<file path="src/rtl/uart_stream_tx_if.sv">
// Valid/ready word stream feeding the UART transmitter.
interface uart_stream_tx_if #(
    parameter int DATA_BITS = 8
);
    logic [DATA_BITS-1:0] s_data;
    logic                 s_valid;
    logic                 s_ready;

    modport master (output s_data, output s_valid, input s_ready);
    modport slave  (input s_data, input s_valid, output s_ready);
endinterface

</file>
<file path="src/rtl/uart_stream_tx.sv">
// FIFO-backed UART transmitter: start, DATA_BITS LSB first, optional parity, 1-2 stop bits.
// A word pushed into an empty FIFO while idle starts its start bit on the next edge.
// s_ready drops when the FIFO is full; queued frames go out back-to-back.
module uart_stream_tx #(
    parameter int CLOCK_FREQUENCY = 48_000_000,
    parameter int BAUDRATE        = 115_200,
    parameter int DATA_BITS       = 8,
    parameter int PARITY          = 0,
    parameter int STOP_BITS       = 1,
    parameter int FIFO_DEPTH      = 16,
    parameter int LEVEL_W         = $clog2(FIFO_DEPTH) + 1
) (
    input  logic                clock,
    input  logic                reset,
    uart_stream_tx_if.slave     s,
    output logic                tx,
    output logic                busy,
    output logic [LEVEL_W-1:0]  fifo_level
);
    localparam int DIVIDER = CLOCK_FREQUENCY / BAUDRATE;
    localparam int BAUD_W  = (DIVIDER > 1) ? $clog2(DIVIDER) : 1;
    localparam int PTR_W   = $clog2(FIFO_DEPTH);
    localparam int CNT_W   = 4;

    typedef enum logic [2:0] {S_IDLE, S_START, S_DATA, S_PARITY, S_STOP} state_t;

    logic [DATA_BITS-1:0] mem [FIFO_DEPTH];
    logic [PTR_W-1:0]     wr_ptr, rd_ptr;
    logic [LEVEL_W-1:0]   level, level_n;
    logic                 full_q, push, pop, empty;
    logic [DATA_BITS-1:0] rd_data;

    state_t               state, state_n;
    logic [BAUD_W-1:0]    baud_cnt, baud_n;
    logic [CNT_W-1:0]     bit_cnt, bit_n;
    logic [DATA_BITS-1:0] shreg, sh_n;
    logic                 par_q, par_n, tx_q, tx_n, tick;

    assign s.s_ready  = !full_q;
    assign push       = s.s_valid && !full_q;
    assign empty      = (level == '0);
    assign rd_data    = mem[rd_ptr];
    assign fifo_level = level;
    assign tx         = tx_q;
    assign busy       = (state != S_IDLE);
    assign tick       = (baud_cnt == BAUD_W'(DIVIDER - 1));

    always_ff @(posedge clock) begin
        if (push) mem[wr_ptr] <= s.s_data;
    end

    always_comb begin
        level_n = level;
        if (push && !pop)      level_n = level + 1'b1;
        else if (!push && pop) level_n = level - 1'b1;
    end

    // full is registered from the next level so s_ready falls on the edge that fills the FIFO
    always_ff @(posedge clock or negedge reset) begin
        if (!reset) begin
            wr_ptr <= '0;
            rd_ptr <= '0;
            level  <= '0;
            full_q <= 1'b0;
        end else begin
            if (push) wr_ptr <= wr_ptr + 1'b1;
            if (pop)  rd_ptr <= rd_ptr + 1'b1;
            level  <= level_n;
            full_q <= (level_n == LEVEL_W'(FIFO_DEPTH));
        end
    end

    always_ff @(posedge clock or negedge reset) begin
        if (!reset) begin
            state    <= S_IDLE;
            baud_cnt <= '0;
            bit_cnt  <= '0;
            shreg    <= '0;
            par_q    <= 1'b0;
            tx_q     <= 1'b1;
        end else begin
            state    <= state_n;
            baud_cnt <= baud_n;
            bit_cnt  <= bit_n;
            shreg    <= sh_n;
            par_q    <= par_n;
            tx_q     <= tx_n;
        end
    end

    always_comb begin
        state_n = state;
        baud_n  = tick ? '0 : baud_cnt + 1'b1;
        bit_n   = bit_cnt;
        sh_n    = shreg;
        par_n   = par_q;
        tx_n    = tx_q;
        pop     = 1'b0;
        case (state)
            S_IDLE: begin
                baud_n = '0;
                tx_n   = 1'b1;
                if (!empty) begin
                    pop     = 1'b1;
                    sh_n    = rd_data;
                    par_n   = (^rd_data) ^ (PARITY == 1);
                    tx_n    = 1'b0;
                    state_n = S_START;
                end
            end
            S_START: begin
                if (tick) begin
                    tx_n    = shreg[0];
                    sh_n    = shreg >> 1;
                    bit_n   = '0;
                    state_n = S_DATA;
                end
            end
            S_DATA: begin
                if (tick) begin
                    if (bit_cnt == CNT_W'(DATA_BITS - 1)) begin
                        bit_n = '0;
                        if (PARITY != 0) begin
                            tx_n    = par_q;
                            state_n = S_PARITY;
                        end else begin
                            tx_n    = 1'b1;
                            state_n = S_STOP;
                        end
                    end else begin
                        tx_n  = shreg[0];
                        sh_n  = shreg >> 1;
                        bit_n = bit_cnt + 1'b1;
                    end
                end
            end
            S_PARITY: begin
                if (tick) begin
                    tx_n    = 1'b1;
                    bit_n   = '0;
                    state_n = S_STOP;
                end
            end
            S_STOP: begin
                if (tick) begin
                    if (bit_cnt == CNT_W'(STOP_BITS - 1)) begin
                        bit_n = '0;
                        // chain straight into the next start bit when more words wait
                        if (!empty) begin
                            pop     = 1'b1;
                            sh_n    = rd_data;
                            par_n   = (^rd_data) ^ (PARITY == 1);
                            tx_n    = 1'b0;
                            state_n = S_START;
                        end else begin
                            tx_n    = 1'b1;
                            state_n = S_IDLE;
                        end
                    end else begin
                        bit_n = bit_cnt + 1'b1;
                    end
                end
            end
            default: state_n = S_IDLE;
        endcase
    end
endmodule
</file>
<file path="src/flat_wrapper.sv">
// flat-port wrapper written by rule: the top's interface ports become plain ports
module uart_stream_tx_flat 
#(
    parameter int CLOCK_FREQUENCY = 48_000_000,
    parameter int BAUDRATE        = 115_200,
    parameter int DATA_BITS       = 8,
    parameter int PARITY          = 0,
    parameter int STOP_BITS       = 1,
    parameter int FIFO_DEPTH      = 16,
    parameter int LEVEL_W         = $clog2(FIFO_DEPTH) + 1
)
  (clock, reset, tx, busy, fifo_level, s_s_data, s_s_valid, s_s_ready);
  uart_stream_tx_if #(.DATA_BITS(DATA_BITS)) s_i ();
  input  logic clock;
  input  logic reset;
  output logic tx;
  output logic busy;
  output logic [LEVEL_W-1:0] fifo_level;
  input wire logic [$bits(s_i.s_data)-1:0] s_s_data;
  input wire logic [$bits(s_i.s_valid)-1:0] s_s_valid;
  output wire logic [$bits(s_i.s_ready)-1:0] s_s_ready;
  assign s_i.s_data = s_s_data;
  assign s_i.s_valid = s_s_valid;
  assign s_s_ready = s_i.s_ready;
  uart_stream_tx #(.CLOCK_FREQUENCY(CLOCK_FREQUENCY), .BAUDRATE(BAUDRATE), .DATA_BITS(DATA_BITS), .PARITY(PARITY), .STOP_BITS(STOP_BITS), .FIFO_DEPTH(FIFO_DEPTH), .LEVEL_W(LEVEL_W)) u_core (.clock(clock), .reset(reset), .s(s_i), .tx(tx), .busy(busy), .fifo_level(fifo_level));
endmodule
</file>
<file path="config.mk">
export PLATFORM = sky130hd
export DESIGN_NAME = uart_stream_tx_flat
export DESIGN_NICKNAME = d
export VERILOG_FILES = /design/src/rtl/uart_stream_tx_if.sv /design/src/rtl/uart_stream_tx.sv /design/src/flat_wrapper.sv
export SDC_FILE = /design/constraint.sdc
export NUM_CORES = 1
export LEC_CHECK = 0
export BUFFER_PORTS_ARGS = -buffer_cell sky130_fd_sc_hd__buf_2
export CAP_MARGIN = 20
export CORE_AREA = 5 5 126 128
export DETAILED_ROUTE_END_ITERATION = 8
export DIE_AREA = 0 0 131 133
export GPL_ROUTABILITY_DRIVEN = 0
export PLACE_DENSITY = 0.8
export RECOVER_POWER = 100
export SYNTH_ARGS = -nofsm -noshare
export SYNTH_HDL_FRONTEND = slang
export SYNTH_SLANG_ARGS = --single-unit
</file>
<file path="constraint.sdc">
create_clock -name clock -period 2.1 [get_ports clock]
set_clock_uncertainty 0.2 [all_clocks]
set_input_delay 0.21 -clock clock [delete_from_list [all_inputs] [get_ports clock]]
set_output_delay 0.21 -clock clock [all_outputs]
set_load 0.1 [all_outputs]
</file>
==> run summary <==
Outcome: complete, but fails checks
Failing checks: negative setup slack
Pin count of the biggest net entering global routing: 33
First drt pass iteration count: 6
Max IR drop VDD: 0.734 mV
CTS root buf: clkbuf_16
Lkg Pwr: 3.13 nW
Ys async rst share: 23.4%
CP max stage cell: dfrtp_1
Overall power: 8.49 mW
Post-route ant nets: 0
Routed via count: 4242
Unrepaired setup endpoints after global routing: true
Worst path bufs/invs: 2
First-pass GRT wire length: 23.0 mm
Hold Vio Cnt, Final: 0
CTS H-tree depth: 4
Max-slew headroom: 27.2%
Area delta synth->final: 20.6%
Met3 usage: 5.01%
GR Layer Usage met2: 29.1%
Global-route usage over all layers: 17.7%
YS warnings: 0
Final Cycle Share: 120%
Longest Clk Path Bufs: 2
Row count: 45
TritonCTS Buffers: 17
Crit Path Category: register to register
Clock Sinks: 167
Setup TNS: -11.63 ns
Worst path cell trace: inv_2 > ha_1 > or3b_4 > o31a_4 > nor2_4 > mux2i_2 > xor2_1 > buf_4
Non-Filler Instances: 742
Worst Path Arrival: 2.67 ns
CTS tree: yes
Fin nets: 564
Internal Power: 6.06 mW
Sequential power share: 48.4%
Remaining DRCs: 0
Routed WL per cell: 19.9 um
Reg clk slew, reported paths: 0.06 ns
Gr ovfl total: 0
Max Fclk: 0.398 GHz
Worst Setup End Kind: register
IO Pins: 19
Final WS setup: -0.410 ns
HPWL after DPL: 9.23 mm
Synthesized flop and latch total: 167
Share of layout cells above drive strength 1: 31.6%
Die X: 131 um
DRC violation total after the first TritonRoute iteration: 283
Most common cell after layout, fill and taps aside: edfxtp_1
Port bufs: 18
P per Cell Area: 980 mW/mm^2
Worst stage delay on the critical path: 0.41 ns
GR peak layer: met2
Worst slew pin tran: 1.09 ns
Initial antenna violation count: 0
Core area: 0.0148 mm^2
Comb power frac: 18.0%
Most frequent cells in the layout: edfxtp_1, buf_4, mux4_2
Switching Share: 28.6%
Die Area: 0.0174 mm^2
Cell Area, Synth: 0.00718 mm^2
Syn Inst Count: 452
Sw Pwr: 2.43 mW
Placed cells: 694
Clock power frac: 33.6%
Synth Net Count: 474
Die Ht: 133 um
DRT Wirelength: 14.8 mm
Initial core utilization: 48.7%
Fillers: 1081
Finish-stage setup viols: 80
Post-synthesis cell type count: 56
Antenna Cells: 0
Final Max Tran Viols: 0
Worst reg2reg path depth: 8
Req. time, crit path: 2.26 ns
Number of global-route vias before repair: 4357
Final min period: 2.51 ns
Worst min path class: primary input to asynchronous set/reset pin
Startpoint types: register
Syn avg cell area: 15.9 um^2
Worst skew pair latency: 0.42 ns
Dominant delay contributor by cell family on the critical path: simple AND/OR/NAND/NOR gates
Register area share after synthesis: 67.1%
Vias per std cell: 5.72
Crit-path max FO: 3
Post-synth EDFFs: 128
Synth Flop Type: edfxtp_1
Maxcap violations: 0
WP depth: 8
Met1 usage: 23.4%
-- cell families after synthesis --
family	synth area share, %
AOI/OAI and AO/OA	5.78
xor gates and xnor gates	1.95
and+or+nand+nor	8.99
muxes	11.9
buffers and inverters	2.33
adders and majority gates	1.92
DFF	67.1
-- cells in the mapped netlist (all sizes together) (4+ instances only) --
cell type	number	share of area (%)
a211oi	14	1.5
a21oi	18	1.4
and2	17	1.5
buf	12	1.1
clkbuf	6	0.31
dfrtp	38	13
edfxtp	128	54
ha	11	1.9
inv	16	0.84
mux2i	10	1.4
mux4	33	10
nand2	28	1.5
nand2b	4	0.45
nand3	6	0.42
nand4	4	0.56
nor2	36	2.0
nor2b	9	0.78
nor3	4	0.35
o21ai	13	0.91
xnor2	10	1.2
xor2	6	0.73
-- routing by layer --
| layer | share of wire, % | routed length (um) |
|---|---|---|
| met3 | 5.5 | 808 |
| met2 | 52 | 7620 |
| met1 | 42 | 6140 |
| met4 | 1.4 | 214 |
| met5 | 0 | 0 |
-- final cells by class --
cell class	instances	area (um^2)	area share, %
flip-flops and latches	167	4830	55.8
multi-input cells	250	2320	26.8
repair buffers	90	673	7.77
clock buffers	20	437	5.04
well taps	188	235	2.71
clock inverters	11	98.8	1.14
inverters	16	67.6	0.780
-- worst reg2reg max path: stages (launching register included) --
cell and delay (ns):
dfrtp_1 0.41, inv_2 0.07, ha_1 0.13, or3b_4 0.41, o31a_4 0.32, nor2_4 0.15
mux2i_2 0.27, xor2_1 0.31, buf_4 0.17
-- state kept, by name, summed over array words and instances (netlist names), 3 cells and up --
| signal | count |
|---|---|
| u_core.bit_cnt | 4 |
| u_core.shreg | 8 |
| u_core.baud_cnt | 9 |
| u_core.fifo_level | 5 |
| u_core.rd_ptr | 4 |
| u_core.wr_ptr | 4 |
| u_core.state | 3 |
| u_core.mem | 128 |
-- power groups by stage --
stage          sequential [mW]  clock, mW  combinational (mW)
6_report                  4.11       2.85                1.53
5_1_grt                   4.13       3.06                1.64
4_1_cts                   4.10       2.91                1.53
3_5_place_dp              4.16          0                1.50
3_3_place_gp              4.13          0                1.45
2_1_floorplan             4.51          0               0.612
-- worst paths after layout --
check | start | slack, ns | endpoint
min | reset | 0.31 | u_core.full_q
max in group asynchronous | reset | 0.42 | u_core.shreg[1]
max reg2reg | u_core.bit_cnt[0] | -0.41 | u_core.fifo_level[2]
max | u_core.bit_cnt[0] | -0.41 | u_core.fifo_level[2]
min reg2reg | u_core.shreg[5] | 0.33 | u_core.shreg[5]
min in group clock | u_core.shreg[5] | 0.33 | u_core.shreg[5]
-- stage by stage --
stage          setup slack [ns]  cell area (um^2)  utilization, %  hold slack [ns]
6_report                 -0.410              8660            58.7            0.313
5_1_grt                  -0.460              8660            58.7            0.355
4_1_cts                  -0.283              8670            58.8           0.0667
3_5_place_dp             -0.285              8000            54.2          -0.0112
3_3_place_gp             -0.181              8000            54.2          -0.0279
2_1_floorplan            -0.275              7280               -           -0.286
-- what timing repair did --
item                       in CTS  in global routing
gates cloned                    0                  1
hold endpoints to repair      167                  0
pin swaps                       1                  4
setup endpoints to repair      18                 29
hold buffers                    9                  0
resized for setup               6                 23
setup buffers                   3                  6
Note: power is estimated with default switching activity, not from simulation.
